===== src/rtl/usb_packet_serializer.sv =====
`default_nettype none
// ============================================================================
// Module   : usb_packet_serializer
// Function : Serialises one USB packet (SYNC, PID, token/data fields, CRC),
//            one bit per clock, with pause and payload-underrun handling.
//            Define USB_SERIALIZER_CRC_GEN_EN to append CRC5/CRC16 fields.
// Revision : 1.0 - initial release
// ============================================================================
module usb_packet_serializer #(
    parameter int MAX_BYTES = 64,
    parameter int LEN_W     = $clog2(MAX_BYTES + 1)
) (
    input  logic             clk,
    input  logic             rst,
    input  logic             start,
    input  logic [3:0]       pid,
    input  logic [6:0]       addr,
    input  logic [3:0]       endp,
    input  logic [LEN_W-1:0] len,
    input  logic [7:0]       data_in,
    input  logic             data_valid,
    output logic             data_ready,
    input  logic             pause,
    output logic             bit_out,
    output logic             bit_valid,
    output logic             nrz_start,
    output logic             busy,
    output logic             done,
    output logic             err_underrun
);

    localparam logic [2:0] c_IDLE  = 3'd0;
    localparam logic [2:0] c_SYNC  = 3'd1;
    localparam logic [2:0] c_PID   = 3'd2;
    localparam logic [2:0] c_TOKEN = 3'd3;
    localparam logic [2:0] c_DATA  = 3'd4;
`ifdef USB_SERIALIZER_CRC_GEN_EN
    localparam logic [2:0] c_CRC   = 3'd5;
`endif
    localparam logic [LEN_W-1:0] c_MAX_LEN = LEN_W'(MAX_BYTES);
    localparam logic [LEN_W-1:0] c_ONE     = LEN_W'(1);

    logic [2:0]       r_state;
    logic [15:0]      r_shift;   // current field, bit_out is always r_shift[0]
    logic [3:0]       r_cnt;     // bits remaining in the field minus one
    logic [3:0]       r_pid;
    logic [6:0]       r_addr;
    logic [3:0]       r_endp;
    logic [LEN_W-1:0] r_left;    // payload bytes not yet taken

    logic w_busy;
    logic w_adv;
    logic w_field_end;
    logic w_is_token;
    logic w_is_data;
    logic w_more;
    logic w_req;
    logic w_last;

    assign w_busy      = (r_state != c_IDLE);
    assign w_adv       = w_busy && !pause && !rst;
    assign w_field_end = (r_cnt == 4'd0);
    assign w_is_token  = (r_pid[1:0] == 2'b01);
    assign w_is_data   = (r_pid[1:0] == 2'b11);
    assign w_more      = (r_left != '0);
    assign w_req       = w_adv && w_field_end && w_more &&
                         ((r_state == c_PID && w_is_data) || r_state == c_DATA);

`ifdef USB_SERIALIZER_CRC_GEN_EN
    logic [4:0]  r_crc5;
    logic [15:0] r_crc16;
    logic [4:0]  w_crc5_nxt;
    logic [15:0] w_crc16_nxt;

    // Include the bit currently on the wire so the field switch sees the full remainder
    assign w_crc5_nxt  = {r_crc5[3:0], 1'b0} ^ ((r_shift[0] ^ r_crc5[4]) ? 5'h05 : 5'h00);
    assign w_crc16_nxt = {r_crc16[14:0], 1'b0} ^
                         ((r_shift[0] ^ r_crc16[15]) ? 16'h8005 : 16'h0000);

    function automatic logic [15:0] f_rev16(input logic [15:0] v);
        logic [15:0] res;
        res = '0;
        for (int i = 0; i < 16; i++) res[i] = v[15 - i];
        return res;
    endfunction

    function automatic logic [15:0] f_rev5(input logic [4:0] v);
        logic [15:0] res;
        res = '0;
        for (int i = 0; i < 5; i++) res[i] = v[4 - i];
        return res;
    endfunction

    always_ff @(posedge clk) begin
        if (rst) begin
            r_crc5  <= '0;
            r_crc16 <= '0;
        end else if (r_state == c_IDLE) begin
            r_crc5  <= '1;
            r_crc16 <= '1;
        end else if (w_adv) begin
            if (r_state == c_TOKEN) r_crc5 <= w_crc5_nxt;
            if (r_state == c_DATA)  r_crc16 <= w_crc16_nxt;
        end
    end
`endif

    always_comb begin
        w_last = 1'b0;
        if (w_field_end) begin
            case (r_state)
`ifdef USB_SERIALIZER_CRC_GEN_EN
                c_PID:   w_last = !w_is_token && !w_is_data;
                c_CRC:   w_last = 1'b1;
`else
                c_PID:   w_last = !w_is_token && !w_more;
                c_TOKEN: w_last = 1'b1;
                c_DATA:  w_last = !w_more;
`endif
                default: w_last = 1'b0;
            endcase
        end
    end

    always_ff @(posedge clk) begin
        if (rst) begin
            r_state <= c_IDLE;
            r_shift <= '0;
            r_cnt   <= '0;
            r_pid   <= '0;
            r_addr  <= '0;
            r_endp  <= '0;
            r_left  <= '0;
        end else if (r_state == c_IDLE) begin
            if (start && !pause) begin
                r_state <= c_SYNC;
                r_shift <= 16'h0080;
                r_cnt   <= 4'd7;
                r_pid   <= pid;
                r_addr  <= addr;
                r_endp  <= endp;
                r_left  <= (pid[1:0] != 2'b11) ? {LEN_W{1'b0}} :
                           (len > c_MAX_LEN)   ? c_MAX_LEN : len;
            end
        end else if (!pause) begin
            if (!w_field_end) begin
                r_shift <= r_shift >> 1;
                r_cnt   <= r_cnt - 4'd1;
            end else begin
                case (r_state)
                    c_SYNC: begin
                        r_state <= c_PID;
                        r_shift <= {8'h00, ~r_pid, r_pid};
                        r_cnt   <= 4'd7;
                    end
                    c_PID, c_DATA: begin
                        if (w_req && data_valid) begin
                            r_state <= c_DATA;
                            r_shift <= {8'h00, data_in};
                            r_cnt   <= 4'd7;
                            r_left  <= r_left - c_ONE;
                        end else if (w_req) begin
                            r_state <= c_IDLE;
                            r_shift <= '0;
                            r_cnt   <= '0;
                        end else if (r_state == c_PID && w_is_token) begin
                            r_state <= c_TOKEN;
                            r_shift <= {5'b0, r_endp, r_addr};
                            r_cnt   <= 4'd10;
`ifdef USB_SERIALIZER_CRC_GEN_EN
                        end else if (w_is_data) begin
                            // Zero-length DATA still carries the CRC of the empty payload
                            r_state <= c_CRC;
                            r_shift <= f_rev16((r_state == c_PID) ? ~r_crc16 : ~w_crc16_nxt);
                            r_cnt   <= 4'd15;
`endif
                        end else begin
                            r_state <= c_IDLE;
                            r_shift <= '0;
                            r_cnt   <= '0;
                        end
                    end
`ifdef USB_SERIALIZER_CRC_GEN_EN
                    c_TOKEN: begin
                        r_state <= c_CRC;
                        r_shift <= f_rev5(~w_crc5_nxt);
                        r_cnt   <= 4'd4;
                    end
`endif
                    default: begin
                        r_state <= c_IDLE;
                        r_shift <= '0;
                        r_cnt   <= '0;
                    end
                endcase
            end
        end
    end

    assign bit_out      = w_busy && !rst && r_shift[0];
    assign bit_valid    = w_adv;
    assign busy         = w_busy && !rst;
    assign nrz_start    = (r_state == c_IDLE) && start && !pause && !rst;
    assign done         = w_adv && w_last;
    assign data_ready   = w_req;
    assign err_underrun = w_req && !data_valid;

endmodule
`default_nettype wire

===== config.mk =====
export PLATFORM = sky130hd
export DESIGN_NAME = usb_packet_serializer
export DESIGN_NICKNAME = d
export VERILOG_FILES = /design/src/rtl/usb_packet_serializer.sv
export SDC_FILE = /design/constraint.sdc
export NUM_CORES = 1
export LEC_CHECK = 0
export CORE_ASPECT_RATIO = 1.5
export CORE_UTILIZATION = 45
export DETAILED_ROUTE_END_ITERATION = 12
export PLACE_DENSITY = 0.71
export SYNTH_ARGS = -nofsm -noshare
export SYNTH_HDL_FRONTEND = slang
export SYNTH_SLANG_ARGS = --single-unit

===== constraint.sdc =====
create_clock -name clk -period 2.3 [get_ports clk]
set_clock_uncertainty 0.1 [all_clocks]
set_input_delay 0.345 -clock clk [delete_from_list [all_inputs] [get_ports clk]]
set_output_delay 0.345 -clock clk [all_outputs]
set_load 0.01 [all_outputs]

Word level (Yosys, flattened, before mapping)
Cells that the tools add are included.

operators by class
  eq/ne operators = 9
  mux-type cells = 34
  order comparisons = 1
  reductions and logical operators = 35
  bitwise logic cells = 1
  add/sub/neg operators = 2

operators by type and width
  operator             number
  $mux 7               8
  $mux 16              3
  $mux 11              3
  $mux 4               7
  $pmux 11 s2          1
  $logic_and 1x1->1    17
  $mux 15              1
  $mux 3               5
  $pmux 4 s2           1
  $gt 7x7->1 const B   1
  $reduce_bool 7->1    1
  $sub 7x1->7 const B  1
  $eq 3x2->1 const B   2
  $pmux 3 s2           1
  $reduce_bool 2->1    3
  $logic_not 1->1      5
  $reduce_and 5->1     1
  $logic_not 4->1      1
  $mux 2               2
  $ne 2x1->1 const B   2
  $not 4->4            1
  $reduce_and 2->1     2
  $sub 4x1->4 const B  1
  $eq 3x1->1 const B   1
  11 further kinds     11

word-level totals
  input port bits = 35
  word-level logic and storage cells = 89
  register bits = 45

Depth between registers and ports, before layout
  depth in word-level cells = 12
  gate-level depth with buffers = 9
  depth with buffers taken out = 7

Worst setup path after synthesis
OpenSTA, ideal clock, no wires.

  path kind = register to output
  from = register r_cnt[0]
  to = output port done
  setup slack = 0.102 ns
  cell stages (with the launch flop) = 8
  arrival time = 1.753 ns
  path through = dfxtp_1 inv_1 ha_1 nor3b_1 clkbuf_1 buf_2 nand2_1 a211oi_1

between the ends
  longest elaborated chain between the ends = 3

ends and longest elaborated chain
  item                    RTL line  source
  from (decl)             45        logic [3:0] r_cnt;
  from (signal assigned)  148       r_cnt <= r_cnt - 4'd1;
  $logic_not 4->1         62        assign w_field_end = (r_cnt == 4'd0);
  $mux 1                  110       if (w_field_end) begin
  $logic_and 1x1->1       204       assign done = w_adv && w_last;
  to (decl)               28        output logic done,

Every way passes these cells.

Worst setup path after layout
  from = input port rst
  to = output port bit_out

between the ends
  longest elaborated chain between the ends = 3

ends and longest elaborated chain
  item                             RTL line  source
  from (decl)                      14        input logic rst,
  $logic_not 1->1                  200       assign bit_out = w_busy && !rst && r_shift[0];
  $logic_and 1x1->1 (2 in series)  200
  to (decl)                        24        output logic bit_out,

Every way passes these cells.

==> impl_results.md <==
- Yosys top cell by area: dfxtp_1
- Starting Density: 47.5%
- Total gr overflow: 0
- Post-route ant nets: 0
- HP Class: reg -> reg
- CTS max path bufs: 2
- PwrDens: 619 nW/um2
- Htree depth: 2
- Routed WL: 6650 um
- CP max FO: 43
- Crit path time final: 2.43 ns
- Tcrit/Tclk final: 106%
- Final hold slack: 0.359 ns
- CP max-delay cell: clkdlybuf4s50_1
- 1st-iter DRT viols: 124
- EDFF count, synth: 0
- Initial antenna violation count: 0
- Worst r2r dst: r_left[5]$_SDFFE_PP0P_
- VDD IR-drop max: 0.000475 V
- Max Cap Viol: 0
- DRC: 0
- Setup slack, reg-to-reg: 0.15 ns
- DR vias: 2352
- Chip width: 58.7 um
- RSZ-0062 raised after global routing: true
- Synth cell count leaders: nand2_1 (45), dfxtp_1 (40), a21oi_1 (32)
- Worst endpoint required time: 1.86 ns
- Post-Synthesis Cells: 273
- Hold Vio Cnt, Final: 0
- PortBufs: 41
- Placed cell area: 2880 um2
- DR WL/cell: 16.0 um
- N_diodes: 0
- Worst path top cell family by delay: buffers and inverters
- Layout Nets: 389
- Area grow syn2layout: 43.4%
- Synth top area share: 36.8%
- CTS tree: built
- Worst slew pin tran: 0.416 ns
- Overall power: 0.00193 W
- Cell variety after synth: 55
- Post-Syn Nets: 311
- Placeable Area: 4580 um2
- GRT Util Overall: 28.0%
- Failing checks: setup timing
- Detailed-placement wirelength estimate: 4690 um
- Design Area, Final: 3120 um2
- Die Y-Extent: 87.1 um
- Min-delay src: r_addr[6]$_SDFFE_PP0P_
- Vias per cell: 5.65
- Status: finished with violations
- FMAX: 0.412 GHz
- Worst path max stage delay: 0.55 ns
- Worst slew margin: 71.5%
- Final setup viols: 4
- Clock Latency Late Sink: 0.29 ns
- Worst r2r src: r_cnt[0]$_SDFFE_PP0P_
- Ports: 42
- Buf+Inv Stages, Crit Path: 4
- Pre-antenna DRT Iters: 4
- Final max-slew violation count: 0
- Syn avg cell area: 7.96 um2
- Yosys reg bits: 40
- Worst Setup Start Kind: input pin
- Share of layout cells above drive strength 1: 26.1%
- Seq/Total Area, Yosys: 36.8%
- Area contributors post-synth: dfxtp_1 (37%), nand2_1 (7.8%), a21oi_1 (7.4%), nor2_1 (3.1%), a2bb2oi_1 (2.8%)
- TritonCTS Buffers: 5
- Hold Crit Depth: 2
- Top-count cell post-synth: nand2_1
- First-pass GRT wire length: 10900 um
- P_leak: 1.20 nW
- Critical Path End Type: primary output
- Placer Congestion: 0.886
- CTS root buf: clkbuf_8
- CTS clk-pin slew, worst paths: 0.07 ns
- Final worst slack: -0.129 ns
- Pin count of the biggest net entering global routing: 44
- WS Path Type: in -> out
- Hold path endpoint: r_addr[6]$_SDFFE_PP0P_
- Synth warn: 0
- Dpl ws: -0.338 ns
- CP arrival: 1.98 ns
- Vias in the first global route: 2309
- Die Area: 5120 um2
- Critical-path cell list: clkdlybuf4s50_1, clkbuf_8, inv_1, and3_1, clkdlybuf4s50_1
- Async SR Flop Fraction: 0%
- Row count: 30
- Clock Sinks: 40
- Synth Cell Area: 2170 um2
- R2r worst-path depth: 10
- Post-synth top flop: dfxtp_1
- Crit-path most repeated cell: clkdlybuf4s50_1
metrics by stage:
step           instances  utilization [%]  setup TNS, ns
2_1_floorplan        273                -              0
3_3_place_gp         402             62.9         -0.911
3_5_place_dp         402             62.9          -1.06
4_1_cts              412             66.6         -0.368
5_1_grt              416             68.0         -0.756
6_report             416             68.0         -0.352
per-layer routing:
layer | vias up | global-route usage [%] | wire length (um)
li1 | 1156 | - | -
met3 | 12 | 3.57 | 205
met2 | 67 | 48.9 | 3470
met1 | 1117 | 33.5 | 2830
met4 | 0 | 12.8 | 146
met5 | - | 0 | 0
timing repair:
| item | CTS | global route |
|---|---|---|
| resized for setup | 29 | 11 |
| hold endpoints to repair | 0 | 0 |
| pin swaps | 3 | 7 |
| endpoints found under the setup margin | 7 | 12 |
| hold buffers | 0 | 0 |
| setup buffers | 2 | 4 |
sequential cells by signal (all words and copies together), names as in the netlist:
signal / cells
r_addr: 7
r_cnt: 4
r_endp: 4
r_left: 7
r_pid: 4
r_shift: 11
r_state: 3
layout make-up:
cell class                      count  area, um2
Fill cell                         394       1460
Multi-Input combinational cell    204       1310
Sequential cell                    40        806
Timing Repair Buffer               91        776
Tap cell                           64       80.1
Clock buffer                        5       68.8
Clock inverter                      3       42.5
Inverter                            9       33.8
cell families after synthesis:
family | after synthesis | synth area share, %
fa+ha+maj | 3 | 1.73
buf+inv | 29 | 7.08
mux | 1 | 0.461
simple gates | 101 | 23.4
xor+xnor | 3 | 1.21
flops | 40 | 36.8
compound gates | 96 | 29.3
cells in the final DEF, fill, tap and decap left out, types with 3 or more instances in the layout:
master,Yosys,final
o21ai_0,12,12
o211ai_1,3,3
a211oi_1,4,3
clkdlybuf4s50_1,0,37
a221oi_1,6,6
a22oi_1,4,4
dfxtp_2,0,4
xor2_1,3,3
nor4_1,4,4
inv_2,0,4
a31oi_1,6,6
buf_2,6,3
clkbuf_8,0,6
and3_1,3,3
nand2_1,45,44
nor3_1,8,8
a21oi_1,32,31
a31o_2,4,4
a2bb2oi_1,7,7
dfxtp_1,40,36
nor2_1,18,18
buf_4,2,49
inv_1,9,5
worst register-to-register path, delay by kind of cell, from the launching register on:
family / cells / cell delay [ns]
compound gates: 2 / 0.58
flops: 1 / 0.34
fa+ha+maj: 1 / 0.15
simple gates: 2 / 0.26
buf+inv: 5 / 0.62
worst max path at each step:
stage,endpoint,depth (start not counted),startpoint,slack (ns)
global placement,err_underrun,8,r_cnt[0]$_SDFFE_PP0P_,-0.29
global route,bit_out,5,rst,-0.20
CTS,err_underrun,8,r_cnt[0]$_SDFFE_PP0P_,-0.17
detailed placement,err_underrun,8,r_cnt[0]$_SDFFE_PP0P_,-0.34
finish,bit_out,5,rst,-0.13
floorplan,done,7,r_cnt[0]$_SDFFE_PP0P_,0.10
where the power goes:
| group | leakage (nW) | switching (W) | total, W | internal [W] |
|---|---|---|---|---|
| combinational | 0.819 | 0.000286 | 0.000587 | 0.000301 |
| clock | 0.0541 | 0.000254 | 0.000575 | 0.000321 |
| sequential | 0.327 | 0.0000308 | 0.000765 | 0.000734 |
Note: power is estimated with default switching activity, not from simulation.
